### src/rtl/fetch_unit_pkg.sv
// Shared types for the instruction-fetch stage: scalar aliases, FSM state and the
// {valid, pc, raw_instr} bundle handed to the D pipeline register.
package fetch_unit_pkg;

  typedef logic [63:0] u64;
  typedef logic [31:0] u32;
  typedef logic        u1;

  typedef enum logic [1:0] {
    StReq,
    StWait,
    StHold
  } fetch_state_t;

  typedef struct packed {
    u1  valid;
    u64 pc;
    u32 raw_instr;
  } fetch_data_t;

  localparam u64 PcStep = 64'd4;

  // Sequential PC; wraps modulo 2^64.
  function automatic u64 pc_next(input u64 pc);
    return pc + PcStep;
  endfunction

endpackage

### src/rtl/fetch_buf.sv
// Output slot for the fetch stage plus a one-entry skid register that holds a
// returned instruction while decode is stalled.
module fetch_buf
  import fetch_unit_pkg::*;
(
  input  logic        clk,
  input  logic        resetn,
  input  logic        push,
  input  logic        push_from_skid,
  input  u64          push_pc,
  input  u32          push_instr,
  input  logic        skid_we,
  input  logic        flush,
  input  logic        stall,
  output logic        full,
  output fetch_data_t slot
);

  fetch_data_t slot_q, slot_d;
  u32          skid_q, skid_d;

  always_comb begin
    slot_d = slot_q;
    skid_d = skid_q;
    if (skid_we) begin
      skid_d = push_instr;
    end
    // Flush wins over both refill and consumption: the slot is wrong-path.
    if (flush) begin
      slot_d.valid = 1'b0;
    end else if (push) begin
      slot_d.valid     = 1'b1;
      slot_d.pc        = push_pc;
      slot_d.raw_instr = push_from_skid ? skid_q : push_instr;
    end else if (!stall) begin
      slot_d.valid = 1'b0;
    end
  end

  always_ff @(posedge clk or negedge resetn) begin
    if (!resetn) begin
      slot_q <= '0;
      skid_q <= '0;
    end else begin
      slot_q <= slot_d;
      skid_q <= skid_d;
    end
  end

  assign full = slot_q.valid && stall;
  assign slot = slot_q;

endmodule

### src/rtl/fetch_unit.sv
// Instruction-fetch stage: owns the PC, issues one-outstanding instruction reads,
// drops wrong-path responses after a redirect and feeds decode through fetch_buf.
module fetch_unit
  import fetch_unit_pkg::*;
#(
  parameter logic [63:0] PC_RESET = 64'h8000_0000
) (
  input  logic        clk,
  input  logic        resetn,
  output logic        ireq_valid,
  output logic [63:0] ireq_addr,
  input  logic        iresp_addr_ok,
  input  logic        iresp_data_ok,
  input  logic [31:0] iresp_data,
  input  logic        stall,
  input  logic        redirect_valid,
  input  logic [63:0] redirect_pc,
  output logic        out_valid,
  output logic [63:0] out_pc,
  output logic [31:0] out_instr
);

  fetch_state_t state_q, state_d;
  u64           pc_q, pc_d;
  u64           target_q, target_d;
  logic         kill_q, kill_d;

  logic         push, push_from_skid, skid_we, buf_full, deliver;
  fetch_data_t  slot;

  assign ireq_valid = (state_q == StReq);
  assign ireq_addr  = pc_q;

  // A response is only meaningful once its request has been accepted.
  assign deliver = ((state_q == StReq) && iresp_addr_ok && iresp_data_ok) ||
                   ((state_q == StWait) && iresp_data_ok);

  always_comb begin
    state_d        = state_q;
    pc_d           = pc_q;
    target_d       = target_q;
    kill_d         = kill_q;
    push           = 1'b0;
    push_from_skid = 1'b0;
    skid_we        = 1'b0;

    unique case (state_q)
      StReq, StWait: begin
        if (deliver) begin
          if (kill_q || redirect_valid) begin
            pc_d    = redirect_valid ? redirect_pc : target_q;
            kill_d  = 1'b0;
            state_d = StReq;
          end else if (!buf_full) begin
            push    = 1'b1;
            pc_d    = pc_next(pc_q);
            state_d = StReq;
          end else begin
            skid_we = 1'b1;
            state_d = StHold;
          end
        end else begin
          if (state_q == StReq && iresp_addr_ok) begin
            state_d = StWait;
          end
          // The request stays on the bus; its response is dropped later.
          if (redirect_valid) begin
            kill_d   = 1'b1;
            target_d = redirect_pc;
          end
        end
      end
      StHold: begin
        if (redirect_valid) begin
          pc_d    = redirect_pc;
          state_d = StReq;
        end else if (!stall) begin
          push           = 1'b1;
          push_from_skid = 1'b1;
          pc_d           = pc_next(pc_q);
          state_d        = StReq;
        end
      end
      default: begin
        state_d = StReq;
      end
    endcase
  end

  always_ff @(posedge clk or negedge resetn) begin
    if (!resetn) begin
      state_q  <= StReq;
      pc_q     <= PC_RESET;
      target_q <= '0;
      kill_q   <= 1'b0;
    end else begin
      state_q  <= state_d;
      pc_q     <= pc_d;
      target_q <= target_d;
      kill_q   <= kill_d;
    end
  end

  fetch_buf u_fetch_buf (
    .clk            (clk),
    .resetn         (resetn),
    .push           (push),
    .push_from_skid (push_from_skid),
    .push_pc        (pc_q),
    .push_instr     (iresp_data),
    .skid_we        (skid_we),
    .flush          (redirect_valid),
    .stall          (stall),
    .full           (buf_full),
    .slot           (slot)
  );

  assign out_valid = slot.valid;
  assign out_pc    = slot.pc;
  assign out_instr = slot.raw_instr;

endmodule

### config.mk
export PLATFORM = sky130hd
export DESIGN_NAME = fetch_unit
export DESIGN_NICKNAME = d
export VERILOG_FILES = /design/src/rtl/fetch_unit_pkg.sv /design/src/rtl/fetch_buf.sv /design/src/rtl/fetch_unit.sv
export SDC_FILE = /design/constraint.sdc
export NUM_CORES = 1
export LEC_CHECK = 0
export ABC_AREA = 1
export BUFFER_PORTS_ARGS = -buffer_cell sky130_fd_sc_hd__buf_2
export CAP_MARGIN = 30
export CORE_MARGIN = 4
export CORE_UTILIZATION = 28
export DETAILED_ROUTE_END_ITERATION = 6
export PLACE_DENSITY = 0.55
export SKIP_CTS_REPAIR_TIMING = 1
export SYNTH_ARGS = -nofsm -noshare
export SYNTH_HDL_FRONTEND = slang
export SYNTH_SLANG_ARGS = --single-unit
### constraint.sdc
create_clock -name clk -period 3.55 [get_ports clk]
set_input_delay 0.71 -clock clk [delete_from_list [all_inputs] [get_ports clk]]
set_output_delay 0.71 -clock clk [all_outputs]
set_load 0.05 [all_outputs]
# --- After elaboration in Yosys (flattened, before gate mapping) ---
# Cells that the tools add are included.
classes:
  addsub: 1
  n_eq_ne: 8
  mux: 32
  bitwise: 2
  reduce_logical: 15
op_table:
  columns: ["op", "count"]
  rows:
  - ["$mux 64", 6]
  - ["$pmux 64 s2", 1]
  - ["$add 64x3->64 const B", 1]
  - ["$mux 32", 1]
  - ["$mux 1", 16]
  - ["$mux 2", 6]
  - ["$ne 3x3->1 const B", 3]
  - ["$reduce_and 2->1", 3]
  - ["$logic_and 1x1->1", 4]
  - ["$pmux 2 s2", 1]
  - ["$reduce_and 4->1", 1]
  - ["$reduce_bool 2->1", 2]
  - ["$ne 3x1->1 const B", 1]
  - ["$reduce_and 3->1", 1]
  - ["$eq 2x1->1 const B", 1]
  - ["$eq 2x2->1 const B", 1]
  - ["$logic_not 2->1", 1]
  - ["$logic_or 1x1->1", 2]
  - ["$ne 2x1->1 const B", 1]
  - ["$ne 2x2->1 const B", 1]
  - ["$not 1->1", 2]
  - ["$pmux 1 s2", 1]
  - ["$reduce_or 2->1", 1]
totals:
  register_bits: 260
  in_bits: 102
  out_inout_bits: 162
  wordCells: 66

# --- Longest topological paths before layout ---
# Gate-level depths: netlist (run 1).
depth:
  ltp_word: 8
  depth_mapped: 13
  ltp_nobuf: 12

# --- Cells and area by module ---
# A second synthesis (run 1) with hierarchy kept.
hier_totals:
  hier_cells: 1954
  hier_area_um2: 13900.8
by_module_without_submodules:
  columns: ["mod", "instances", "cells_per_inst", "area_each_um2", "seq_area_each_um2"]
  rows:
  - ["fetch_unit", 1, 1304, 8607.0, 3279.4]
  - ["fetch_buf", 1, 650, 5293.8, 3228.1]

# --- Worst setup path before layout (run 1) ---
# Ideal clock, no wire load.
synth_timing:
  kind: "register to register"
  from: "reg pc_q[3] (netlist: ireq_addr[3])"
  to: "reg pc_q[42] (netlist: ireq_addr[42])"
  setup_ps: 78
  arrival_time_ps: 1982
  required_time_ps: 3472
  slack_ps: 1490
  path_stages_with_launch: 12
  n_path_buf: 0
  period_less_slack_ps: 2060
  cell_sequence: "dfrtp_1 > ha_1 > nand2_1 > nor2_2 > nand2_2 > nor2_4 > nand2_2 > nor2_2 > nand2_1 > nand2_1 > nand3_1 > a21oi_1"
synth_between:
  elab_chain_len: 5
  elab_cells_between_ends: 7
  classes_between: "1 x add/sub; 6 x mux"
synth_lines:
  columns: ["item", "line_no", "source"]
  rows:
  - ["start: declaration", "fetch_unit.sv:24", "u64 pc_q, pc_d;"]
  - ["start signal: assignment", "fetch_unit.sv:98", "pc_q <= pc_d;"]
  - ["$add 64x3->64 (*)", "fetch_unit_pkg.sv:25", "return pc + PcStep;"]
  - ["$mux 64", "fetch_unit.sv:54", "end else if (!buf_full) begin"]
  - ["$mux 64", "fetch_unit.sv:50", "if (kill_q || redirect_valid) begin"]
  - ["$mux 64", "fetch_unit.sv:49", "if (deliver) begin"]
  - ["$pmux 64 s2 (*)", "fetch_unit.sv:47", "unique case (state_q)"]
# Mark *: on every way between the ends. The rest lies on a longest branch, timed or not. The select of a mux whose other input is x is not followed.
# A chain may end at the register's enable or synchronous reset.

# --- Worst setup path after layout (run 1) ---
layout_timing:
  from: "reg pc_q[3] (netlist: ireq_addr[3])"
  to: "reg pc_q[36] (netlist: ireq_addr[36])"
# The elaborated chain is that of the path after synthesis.

==> summary.txt, run 1 <==
Setup path
  • Cells on worst reg2reg path: 9
  • Kind of start point of the critical path: register
  • Arrival time reported for the critical path endpoint: 3.07 ns
  • Required time at the worst-slack endpoint: 4.00 ns
  • End of the worst register-to-register path: ireq_addr[36]
  • Flop-to-flop setup slack: 0.93 ns
  • Maximum fanout along the worst path: 7
  • Critical setup path kind: register to register
  • Startpoint of the worst register-to-register path: ireq_addr[3]
  • Endpoint class of the critical path: register

Detailed routing
  • Top metal layer carrying routed signals: met5
  • Wire length on met3: 4.032 mm
  • First-pass detailed-route iteration total: 5
  • Detailed-route wire length on metal 1: 22.74 mm
  • Per-cell routed wire length: 18.49 um
  • Routed length on met2: 20.83 mm
  • Number of vias per cell after detailed routing: 4.899
  • 1st-iter DRT viols: 1017
  • DR DRC count: 0
  • Number of routed nets with antenna violations: 0
  • Wire length reported by the detailed router: 49.04 mm
  • Total via count in the routed design: 12.99k

Global route
  • Initial antenna violation count: 1
  • Maximum number of pins on one net before global-route repair: 111
  • Overflow left after global routing: 0
  • Global-route usage over all layers: 0.1838
  • First-pass GRT wire length: 73.55 mm
  • Via count of the first global-routing pass: 12.28k

Job
  • Number of maximum-capacitance constraint violations: 0

Synthesis
  • YS warnings: 0
  • Share of synthesized cell area in full adder, half adder and majority cells: 0.0009297
  • Cell Area, Synth: 13460 um2
  • Dominant combinational cell family by area after synthesis: simple AND/OR/NAND/NOR gates
  • Mean Syn Cell Area: 7.527 um2
  • Net count after synthesis: 1891
  • Post-synthesis xor/xnor area fraction: 0.0006508
  • Share of synthesized area spent on multiplexers: 0.02678
  • Simple-gate portion of the synthesized area: 0.2704
  • Synth Register Bits: 260
  • Sequential area share after synthesis: 0.4835
  • Fraction of the mapped netlist area in compound gates: 0.1433
  • Synthesized netlist cell count: 1788
  • Count of cell types in the netlist: 40

Power
  • Leakage component of the power: 7.989 nW
  • Power per cell area: 717.6 nW/um2
  • Max IR drop VDD: 276.4 uV

CTS
  • CTS tree: yes
  • Clk root buf: sky130_fd_sc_hd__clkbuf_16
  • Sinks on the clock net: 260
  • H-tree lvl count: 2
  • Source-to-sink clock delay at the later pin of the worst-skew pair: 0.53 ns
  • Clock transition time at the flip-flop clock pins of the worst setup and hold paths: 0.06 ns
  • Maximum clock path buffer count: 3
  • Total CTS buffers: 34

Finish
  • Ant. Diodes: 0
  • Filler instances: 5081
  • Synth-to-Final Area Change: 22.04%
  • Final Net Count: 2121
  • Count of placed standard cells in the final layout, fillers left out: 2652
  • Fin area: 16420 um2
  • Fraction of layout cells with a size suffix above 1: 0.1944

Timing
  • Setup repair after global routing missed its margin: no
  • Maximum achievable frequency: 382.4 MHz
  • Slew Limit Headroom: 0.4292
  • Fin crit period: 2.615 ns
  • Skew final: 0.01398 ns
  • Max-slew violation total from the final report: 0
  • Count of final hold-check violations: 0
  • Summed negative setup slack over all endpoints: 0 ns
  • Fraction of the cycle the final worst path needs: 0.7367
  • Transition at the pin with the smallest max-transition slack: 0.8562 ns
  • Final setup violating endpoints: 0
  • Minimum hold slack: 0.2076 ns

Floorplanning
  • Number of ports placed on the die boundary: 264
  • Starting utilization of the core area: 0.2825
  • Die X-Extent: 227.2 um
  • Rows: 80
  • Die Outline Area: 51640 um2
  • Y dimension of the die: 227.2 um
  • Core Box Area: 47650 um2

Placement
  • Detailed placer's ending HPWL: 36.35 mm
  • GPL Wtd Cong: 0.9554
  • Dpl cells: 2597
  • Count of input and output buffers: 263
  • Placement-stage cell area: 15400 um2

Status
  • Run status: complete, no violations

Min path
  • Class of the tightest hold or removal check: input port to asynchronous set/reset pin
cells in the mapped netlist, drive strengths merged:
library cell,n,share of area
nand2,538,0.15
dfrtp,259,0.48
nor2,242,0.072
inv,156,0.044
o21ai,149,0.055
nand3,103,0.039
a21oi,90,0.033
buf,53,0.020
a31oi,48,0.022
clkbuf,39,0.011
mux2,32,0.027
o31ai,24,0.013
o211ai,16,0.0089
nand4,10,0.0046
nor3,4,0.0019
and2,3,0.0014
o22ai,3,0.0014
a211oi,2,0.0011
a21o,2,0.0011
a22o,2,0.0013
a22oi,2,0.0011
nand3b,2,0.0014
o21a,2,0.0011
a211o,1,0.00065
a21boi,1,0.00056
a32o,1,0.00074
a32oi,1,0.00065
dfstp,1,0.0020
ha,1,0.00093
xor2,1,0.00065
cell usage in the layout (no fill, tap or decap), drive strengths merged, types with 2 or more instances in the layout:
cell and instances:
a211oi 2, a21o 2, a21oi 90, a22o 2, a22oi 2, a31oi 48, and2 3, buf 286
clkbuf 46, clkinv 7, dfrtp 259, inv 157, mux2 32, nand2 538, nand3 103, nand3b 2
nand4 10, nor2 242, nor3 4, o211ai 16, o21a 2, o21ai 149, o22ai 3, o31ai 24
cell type report:
cell class	count	area, um2	area share
sequential	260	6507	0.3962
inverter	156	585.6	0.03565
clock inverter	9	66.31	0.004037
tap	615	769.5	0.04685
timing repair buffer	286	1577	0.09599
multi-input combinational	1280	5963	0.3631
clock buffer	46	955.9	0.05820
worst max-delay path: stages, from the launching register on:
cell and delay, ns:
sky130_fd_sc_hd__dfrtp_1 0.48, sky130_fd_sc_hd__ha_1 0.28, sky130_fd_sc_hd__nand2_1 0.08, sky130_fd_sc_hd__nor2_2 0.20, sky130_fd_sc_hd__nand3_1 0.22, sky130_fd_sc_hd__nor2_2 0.33, sky130_fd_sc_hd__nand2_1 0.32, sky130_fd_sc_hd__o21ai_0 0.25
sky130_fd_sc_hd__nand3_1 0.18, sky130_fd_sc_hd__a21oi_1 0.18
worst max-delay path by stage:
stage	from	endpoint	slack (ns)	cells past startpoint
6_report	ireq_addr[3]	ireq_addr[36]	0.93	9
5_1_grt	state_q[1]	ireq_addr[7]	0.72	9
4_1_cts	ireq_addr[3]	ireq_addr[36]	0.97	9
3_5_place_dp	redirect_valid	ireq_addr[46]	0.73	11
3_3_place_gp	redirect_valid	ireq_addr[46]	0.80	11
2_1_floorplan	ireq_addr[3]	ireq_addr[42]	1.49	11
flip-flops by register name (all words and copies together), names as in the netlist:
| signal | flops |
|---|---|
| kill_q | 1 |
| target_q | 64 |
| u_fetch_buf.slot | 97 |
| ireq_addr | 64 |
| state_q | 2 |
| u_fetch_buf.skid_q | 32 |
cell families after synthesis:
| group | after synthesis |
|---|---|
| flip-flops | 260 |
| XOR/XNOR | 1 |
| buffers and inverters | 248 |
| adder cells (fa/ha/maj) | 1 |
| AO/OA/AOI/OAI | 344 |
| AND/OR/NAND/NOR | 902 |
| multiplexers | 32 |
per-layer routing:
metal | track usage | vias to the layer above
met2 | 0.2719 | 462
met3 | 0.04913 | 78
met5 | 0 | -
li1 | - | 6274
met1 | 0.2639 | 6175
met4 | 0.05563 | 2
through the flow:
stage	utilization	setup slack [ns]	power, W
final	0.3447	0.9349	0.01179
after detailed placement	0.3233	0.7343	0.008650
after global placement	0.3233	0.7998	0.008594
after floorplan	-	1.490	0.007248
after global routing	0.3447	0.7191	0.01242
after CTS	0.3447	0.9658	0.01193
power breakdown:
group          total, W  leakage [nW]  switching [W]  internal, W
logic           0.00426          4.33        0.00329     0.000975
clock network   0.00321         0.504        0.00132      0.00188
registers       0.00432          3.16       0.000641      0.00368
No activity file was read; power rests on OpenSTA's default activity.
==> run 2, diff against run 1 <==
--- a/config.mk
+++ b/config.mk
@@ -5,13 +5,13 @@
 export SDC_FILE = /design/constraint.sdc
 export NUM_CORES = 1
 export LEC_CHECK = 0
-export ABC_AREA = 1
+export ABC_AREA = 0
 export BUFFER_PORTS_ARGS = -buffer_cell sky130_fd_sc_hd__buf_2
 export CAP_MARGIN = 30
 export CORE_MARGIN = 4
 export CORE_UTILIZATION = 28
 export DETAILED_ROUTE_END_ITERATION = 6
-export PLACE_DENSITY = 0.55
+export PLACE_DENSITY = 0.57
 export SKIP_CTS_REPAIR_TIMING = 1
 export SYNTH_ARGS = -nofsm -noshare
 export SYNTH_HDL_FRONTEND = slang
==> constraint.sdc (replaced) <==
create_clock -name clk -period 2.2 [get_ports clk]
set_input_delay 0.44 -clock clk [delete_from_list [all_inputs] [get_ports clk]]
set_output_delay 0.44 -clock clk [all_outputs]
set_load 0.05 [all_outputs]
==> run 2 against run 1 <==
  * The flow now finishes with violations (negative setup slack)
  * Die area decreased by 8.0%
  * Area after synthesis shrank 8.3%
  * Critical path depth shrank 2
  * Via count fell by 17%
  * Critical endpoint is now ireq_addr[45]
==> summary.txt, run 2 <==
Finish
  • Final Net Count: 1616
  • Fraction of layout cells with a size suffix above 1: 0.4320
  • Most frequent standard cell in the layout excluding fill and tap cells: sky130_fd_sc_hd__buf_2
  • Fin area: 16730 um2
  • Synth-to-Final Area Change: 35.50%
  • Flip-flop count of the largest register after layout: 97
  • Top library cells by usage in the layout, fill and taps aside: sky130_fd_sc_hd__buf_2 (261), sky130_fd_sc_hd__dfrtp_1 (226), sky130_fd_sc_hd__mux2_2 (149), sky130_fd_sc_hd__nand2_1 (149), sky130_fd_sc_hd__o21ai_0 (133)
  • Filler instances: 4364

Min path
  • Hold EP: state_q[0]
  • Class of the tightest hold or removal check: input port to register
  • Instance count along the most critical hold path: 2
  • Worst Min Path Start: iresp_data_ok

Timing
  • Summed negative setup slack over all endpoints: -0.03433 ns
  • Fin crit period: 2.221 ns
  • Count of final hold-check violations: 0
  • Final setup violating endpoints: 2
  • Setup repair after global routing missed its margin: yes
  • Max-slew violation total from the final report: 0
  • Slew Limit Headroom: 0.5583
  • Maximum achievable frequency: 450.2 MHz
  • Final setup slack of the worst path: -0.02108 ns
  • Skew final: 0.02150 ns
  • Transition at the pin with the smallest max-transition slack: 0.6601 ns
  • Fraction of the cycle the final worst path needs: 1.010

Placement
  • Count of input and output buffers: 263
  • Detailed placer's ending HPWL: 29.96 mm
  • GPL Wtd Cong: 0.8690
  • Placement-stage cell area: 15380 um2

Floorplanning
  • Number of ports placed on the die boundary: 264
  • Die Outline Area: 47510 um2
  • Rows: 76
  • Starting utilization of the core area: 0.2847
  • Die X-Extent: 218.0 um
  • Y dimension of the die: 218.0 um
  • Core Box Area: 43360 um2

Setup path
  • Cell seen most often among critical-path stages: sky130_fd_sc_hd__nand4_1
  • Largest stage delay, worst path: 0.53 ns
  • Maximum fanout along the worst path: 5
  • Crit path buf inv count: 1
  • End of the worst register-to-register path: ireq_addr[45]
  • Slowest library cell on the worst path: sky130_fd_sc_hd__dfstp_2
  • Critical setup path kind: register to register
  • Required time at the worst-slack endpoint: 2.65 ns
  • Startpoint of the worst register-to-register path: ireq_addr[31]
  • Kind of start point of the critical path: register
  • Sequence of cells on the critical path: nand4_1 -> or4_4 -> nor4_4 -> buf_4 -> nand4_1 -> o31a_1 -> o22ai_1
  • Flop-to-flop setup slack: -0.02 ns
  • Cells on worst reg2reg path: 7
  • Kind of cell adding the most delay to the critical path: simple AND/OR/NAND/NOR gates
  • Endpoint class of the critical path: register
  • Arrival time reported for the critical path endpoint: 2.67 ns

Detailed routing
  • Number of vias per cell after detailed routing: 5.060
  • Total via count in the routed design: 10.75k
  • Number of routed nets with antenna violations: 0
  • Wire length reported by the detailed router: 40.84 mm
  • Per-cell routed wire length: 19.22 um
  • 1st-iter DRT viols: 729
  • DR DRC count: 0
  • First-pass detailed-route iteration total: 5

Synthesis
  • Post-synth EDFFs: 0
  • YS warnings: 0
  • Synthesized netlist cell count: 1165
  • Simple-gate portion of the synthesized area: 0.1362
  • Share of synthesized area spent on multiplexers: 0.1627
  • Fraction of the mapped netlist area in compound gates: 0.1438
  • Post-synthesis xor/xnor area fraction: 0.0007095
  • Share of synthesized cell area in full adder, half adder and majority cells: 0.001014
  • Cell with the most instances after synthesis: sky130_fd_sc_hd__dfrtp_1
  • Area share of the largest cell type after synthesis: 0.5250
  • Sequential area share after synthesis: 0.5272
  • Share of synthesized registers carrying an async set or reset: 1.000
  • Mean Syn Cell Area: 10.60 um2
  • Synth top area cells: sky130_fd_sc_hd__dfrtp_1 (53%), sky130_fd_sc_hd__mux2_2 (14%), sky130_fd_sc_hd__o21ai_0 (5.9%)
  • Primary FF master, synth: sky130_fd_sc_hd__dfrtp_1
  • Net count after synthesis: 1268
  • Post-synth top cells: sky130_fd_sc_hd__dfrtp_1 (259), sky130_fd_sc_hd__nand2_1 (151), sky130_fd_sc_hd__mux2_2 (149), sky130_fd_sc_hd__o21ai_0 (145), sky130_fd_sc_hd__clkbuf_1 (72)
  • Count of cell types in the netlist: 57
  • Cell Area, Synth: 12340 um2
  • Dominant combinational cell family by area after synthesis: multiplexers
  • Synth Register Bits: 260
  • Most area-hungry cell type in the Yosys netlist: sky130_fd_sc_hd__dfrtp_1

Global route
  • Maximum number of pins on one net before global-route repair: 62
  • Overflow left after global routing: 0
  • Grt met3 use: 0.04250
  • Global-route usage over all layers: 0.1692
  • Global-route met1 utilization: 0.2216
  • First-pass GRT wire length: 63.56 mm
  • Initial antenna violation count: 10
  • Via count of the first global-routing pass: 10.80k
  • Layer with the highest usage after global routing: met2
  • GR Layer Usage met2: 0.2748

Status
  • Run status: finished with violations
  • Failing checks: negative setup slack

CTS
  • Maximum clock path buffer count: 3
  • H-tree lvl count: 2
  • Source-to-sink clock delay at the later pin of the worst-skew pair: 0.53 ns
  • Clk root buf: sky130_fd_sc_hd__clkbuf_16
  • CTS tree: yes
  • Sinks on the clock net: 260
  • Total CTS buffers: 34
  • Clock transition time at the flip-flop clock pins of the worst setup and hold paths: 0.06 ns

Power
  • Leakage component of the power: 7.585 nW
  • Max IR drop VDD: 997.3 uV
  • Power per cell area: 1218 nW/um2

Job
  • Number of maximum-capacitance constraint violations: 0
## run 2: cell types whose count changed after synthesis, sizes merged, moves of 46 or more
cell / change
nand2: -387
nor2: -200
mux2: +117
inv: -143
buf: -46
nand3: -63
a21oi: -51
## run 2: report_power, final
part           leakage (nW)  switching [W]  internal [W]
logic                  3.82        0.00545       0.00214
registers              3.17       0.000774       0.00602
clock network         0.599        0.00216       0.00383
## run 2: worst register-to-register path, stage by stage (launching register included)
cell and delay, ns:
sky130_fd_sc_hd__dfstp_2 0.53, sky130_fd_sc_hd__nand4_1 0.16, sky130_fd_sc_hd__or4_4 0.50, sky130_fd_sc_hd__nor4_4 0.25, sky130_fd_sc_hd__buf_4 0.21, sky130_fd_sc_hd__nand4_1 0.12, sky130_fd_sc_hd__o31a_1 0.26, sky130_fd_sc_hd__o22ai_1 0.12
## run 2: kinds of logic (layout without fill, tap and decap cells)
| kind of cell | Yosys count | in the layout |
|---|---|---|
| simple gates | 341 | 341 |
| compound gates | 288 | 288 |
| flops | 260 | 260 |
| mux | 182 | 182 |
| buf+inv | 92 | 464 |
| fa+ha+maj | 1 | 1 |
| xor+xnor | 1 | 1 |
| other cells | 0 | 3 |
## run 2: metal layers
| metal | vias up | share of wire |
|---|---|---|
| li1 | 4971 | - |
| met1 | 5393 | 0.43 |
| met2 | 302 | 0.47 |
| met3 | 76 | 0.067 |
| met4 | 10 | 0.028 |
| met5 | - | 0.0015 |
## run 2: area by class of cell
class                   count  area, um2  share of cell area
inverters                  13      48.80            0.002917
well taps                 585      732.0             0.04376
clock buffers              48       1027             0.06142
multi-input cells         813       5665              0.3387
flip-flops and latches    260       6549              0.3915
clock inverters            12      187.7             0.01122
diodes                      3      7.507           0.0004488
repair buffers            391       2509              0.1500
## run 2: worst max path at each step
| stage | start | endpoint | cells after the start |
|---|---|---|---|
| 6_report | ireq_addr[31] | ireq_addr[45] | 7 |
| 3_3_place_gp | ireq_addr[25] | ireq_addr[31] | 7 |
| 4_1_cts | ireq_addr[31] | ireq_addr[45] | 7 |
| 2_1_floorplan | ireq_addr[12] | ireq_addr[61] | 7 |
| 5_1_grt | ireq_addr[31] | ireq_addr[45] | 7 |
| 3_5_place_dp | iresp_addr_ok | ireq_addr[55] | 7 |
## run 2: per-stage QoR
step / utilization / worst slack, ns / cells / total power, W / hold slack [ns]
floorplan: - / -0.3238 / 1165 / 0.01194 / 0.1444
global placement: 0.3546 / -0.05135 / 2058 / 0.01439 / 0.4142
detailed placement: 0.3546 / -0.08002 / 2058 / 0.01450 / 0.4109
CTS: 0.3826 / -0.04411 / 2118 / 0.02061 / -0.1568
global route: 0.3856 / -0.1425 / 2122 / 0.02139 / 0.04346
finish: 0.3857 / -0.02108 / 2125 / 0.02038 / 0.07082
==> run 3, diff against run 2 <==
==> constraint.sdc (replaced) <==
create_clock -name clk -period 2.2 [get_ports clk]
set_input_delay 0.22 -clock clk [delete_from_list [all_inputs] [get_ports clk]]
set_output_delay 0.22 -clock clk [all_outputs]
set_load 0.05 [all_outputs]
==> run 3 against run 2 <==
  * The run still ends with negative setup slack left
  * Setup slack worse by 0.072 ns
  * Largest power group unchanged
  * Via count increased by 3.2%
  * Sequential share of layout area is 1.8 points lower
  * Power shrank 2.4%
  * Die area stayed put
  * Largest cell class unchanged
  * Clock power shrank 11%
  * Final cell count increased by 4.4%
  * Clock skew is 0.0031 ns lower
  * First-iteration DRC count is 1.4% higher
  * Routed wire length is 3.2% higher
  * Register-to-register slack lost 0.07 ns
  * Count of clock-buffer cells in the layout decreased by 5
==> summary.txt, run 3 (same netlist as run 2, synthesis figures left out) <==
Finish
  • Synth-to-Final Area Change: 42.20%
  • Final Net Count: 1709
  • Flip-flop count of the largest register after layout: 97
  • Fraction of layout cells with a size suffix above 1: 0.4067
  • Top library cells by usage in the layout, fill and taps aside: sky130_fd_sc_hd__buf_2 (261), sky130_fd_sc_hd__dfrtp_1 (226), sky130_fd_sc_hd__mux2_2 (149), sky130_fd_sc_hd__nand2_1 (149), sky130_fd_sc_hd__o21ai_0 (133)
  • Most frequent standard cell in the layout excluding fill and tap cells: sky130_fd_sc_hd__buf_2

Detailed routing
  • DR DRC count: 0
  • First-pass detailed-route iteration total: 5
  • 1st-iter DRT viols: 739
  • Total via count in the routed design: 11.10k
  • Per-cell routed wire length: 19.00 um
  • Number of vias per cell after detailed routing: 5.004
  • Number of routed nets with antenna violations: 0
  • Wire length reported by the detailed router: 42.15 mm

Floorplanning
  • Starting utilization of the core area: 0.2847
  • Number of ports placed on the die boundary: 264
  • Core Box Area: 43360 um2
  • Die X-Extent: 218.0 um
  • Y dimension of the die: 218.0 um
  • Die Outline Area: 47510 um2
  • Rows: 76

CTS
  • H-tree lvl count: 1
  • Total CTS buffers: 31
  • Maximum clock path buffer count: 3
  • Clk root buf: sky130_fd_sc_hd__clkbuf_16
  • Source-to-sink clock delay at the later pin of the worst-skew pair: 0.58 ns
  • CTS tree: yes
  • Clock transition time at the flip-flop clock pins of the worst setup and hold paths: 0.06 ns
  • Sinks on the clock net: 260

Setup path
  • Setup crit end: ireq_addr[61]
  • Startpoint of the worst register-to-register path: ireq_addr[31]
  • Largest stage delay, worst path: 0.53 ns
  • Critical setup path kind: register to register
  • Sequence of cells on the critical path: nand4_1 -> or4_4 -> nor4_4 -> nand4_2 -> or4_4 -> nand3_2
  • Slowest library cell on the worst path: sky130_fd_sc_hd__dfstp_2
  • End of the worst register-to-register path: ireq_addr[61]
  • Cells on worst reg2reg path: 6
  • Endpoint class of the critical path: register
  • Maximum fanout along the worst path: 4
  • Flop-to-flop setup slack: -0.09 ns
  • Arrival time reported for the critical path endpoint: 2.80 ns
  • CP startpoint: ireq_addr[31]
  • Kind of start point of the critical path: register
  • Required time at the worst-slack endpoint: 2.71 ns
  • Cell seen most often among critical-path stages: sky130_fd_sc_hd__or4_4

Timing
  • Transition at the pin with the smallest max-transition slack: 0.6558 ns
  • Final setup slack of the worst path: -0.09313 ns
  • Skew final: 0.01841 ns
  • Slew Limit Headroom: 0.5612
  • Final setup violating endpoints: 10
  • Max-slew violation total from the final report: 0
  • Maximum achievable frequency: 436.1 MHz
  • Fraction of the cycle the final worst path needs: 1.042
  • Summed negative setup slack over all endpoints: -0.4197 ns
  • Setup repair after global routing missed its margin: yes
  • Fin crit period: 2.293 ns
  • Count of final hold-check violations: 0

Placement
  • Detailed placer's ending HPWL: 30.09 mm
  • GPL Wtd Cong: 0.8480
  • Count of input and output buffers: 263

Global route
  • Via count of the first global-routing pass: 10.80k
  • Overflow left after global routing: 0
  • Global-route usage over all layers: 0.1685
  • First-pass GRT wire length: 63.88 mm
  • Initial antenna violation count: 3
  • Maximum number of pins on one net before global-route repair: 70

Min path
  • Class of the tightest hold or removal check: input port to register

Power
  • Power per cell area: 1133 nW/um2
  • Design Power: 0.01989 W
  • Max IR drop VDD: 789.2 uV
  • Leakage component of the power: 7.934 nW

Job
  • Number of maximum-capacitance constraint violations: 0

Status
  • Run status: finished with violations
  • Failing checks: negative setup slack
## run 3: report_power, final
part           switching [W]  total, W  internal [W]
sequential          0.000793   0.00681       0.00602
combinational        0.00551   0.00777       0.00226
clock                0.00211   0.00531       0.00320
## run 3: worst min path at each step
| stage | startpoint | end | slack [ns] | cells past startpoint |
|---|---|---|---|---|
| final | stall | state_q[1] | 0.03 | 3 |
| after global routing | stall | state_q[1] | 0.05 | 3 |
| after CTS | resetn | u_fetch_buf.slot[62] | -0.40 | 1 |
| after detailed placement | resetn | u_fetch_buf.slot[62] | 0.22 | 1 |
| after global placement | resetn | u_fetch_buf.slot[63] | 0.21 | 1 |
| after floorplan | resetn | ireq_addr[0] | -0.08 | 0 |
## run 3: metal layers
metal	global-route usage	part of all wire	vias up
li1	-	-	5182
met1	0.2177	0.43	5521
met2	0.2846	0.49	333
met3	0.04110	0.058	61
met4	0.04297	0.027	2
met5	0	0.00031	-
## run 3: area by class of cell
class,count,area (um2)
multi-input combinational,813,5724
timing repair buffer,487,3445
clock inverter,14,186.4
clock buffer,43,860.8
fill,4270,25810
sequential,260,6549
tap,585,732.0
inverter,13,48.80
antenna,3,7.507
## run 3: metrics by stage
| step | instance area, um2 | setup slack (ns) | std cells | util | hold slack [ns] |
|---|---|---|---|---|---|
| after CTS | 16330 | -0.08441 | 2107 | 0.3765 | -0.4014 |
| after global placement | 15280 | -0.01491 | 2050 | 0.3523 | 0.2148 |
| after detailed placement | 15280 | -0.06407 | 2050 | 0.3523 | 0.2243 |
| final | 17550 | -0.09313 | 2218 | 0.4048 | 0.03185 |
| after global routing | 17550 | -0.1893 | 2216 | 0.4047 | 0.05492 |
| after floorplan | 12430 | -0.3238 | 1165 | - | -0.07559 |
## run 3: critical path: cells and delay by family, from the launching register on
family	cells	cell delay, ns
AND/OR/NAND/NOR	6	1.70
flip-flops	1	0.53
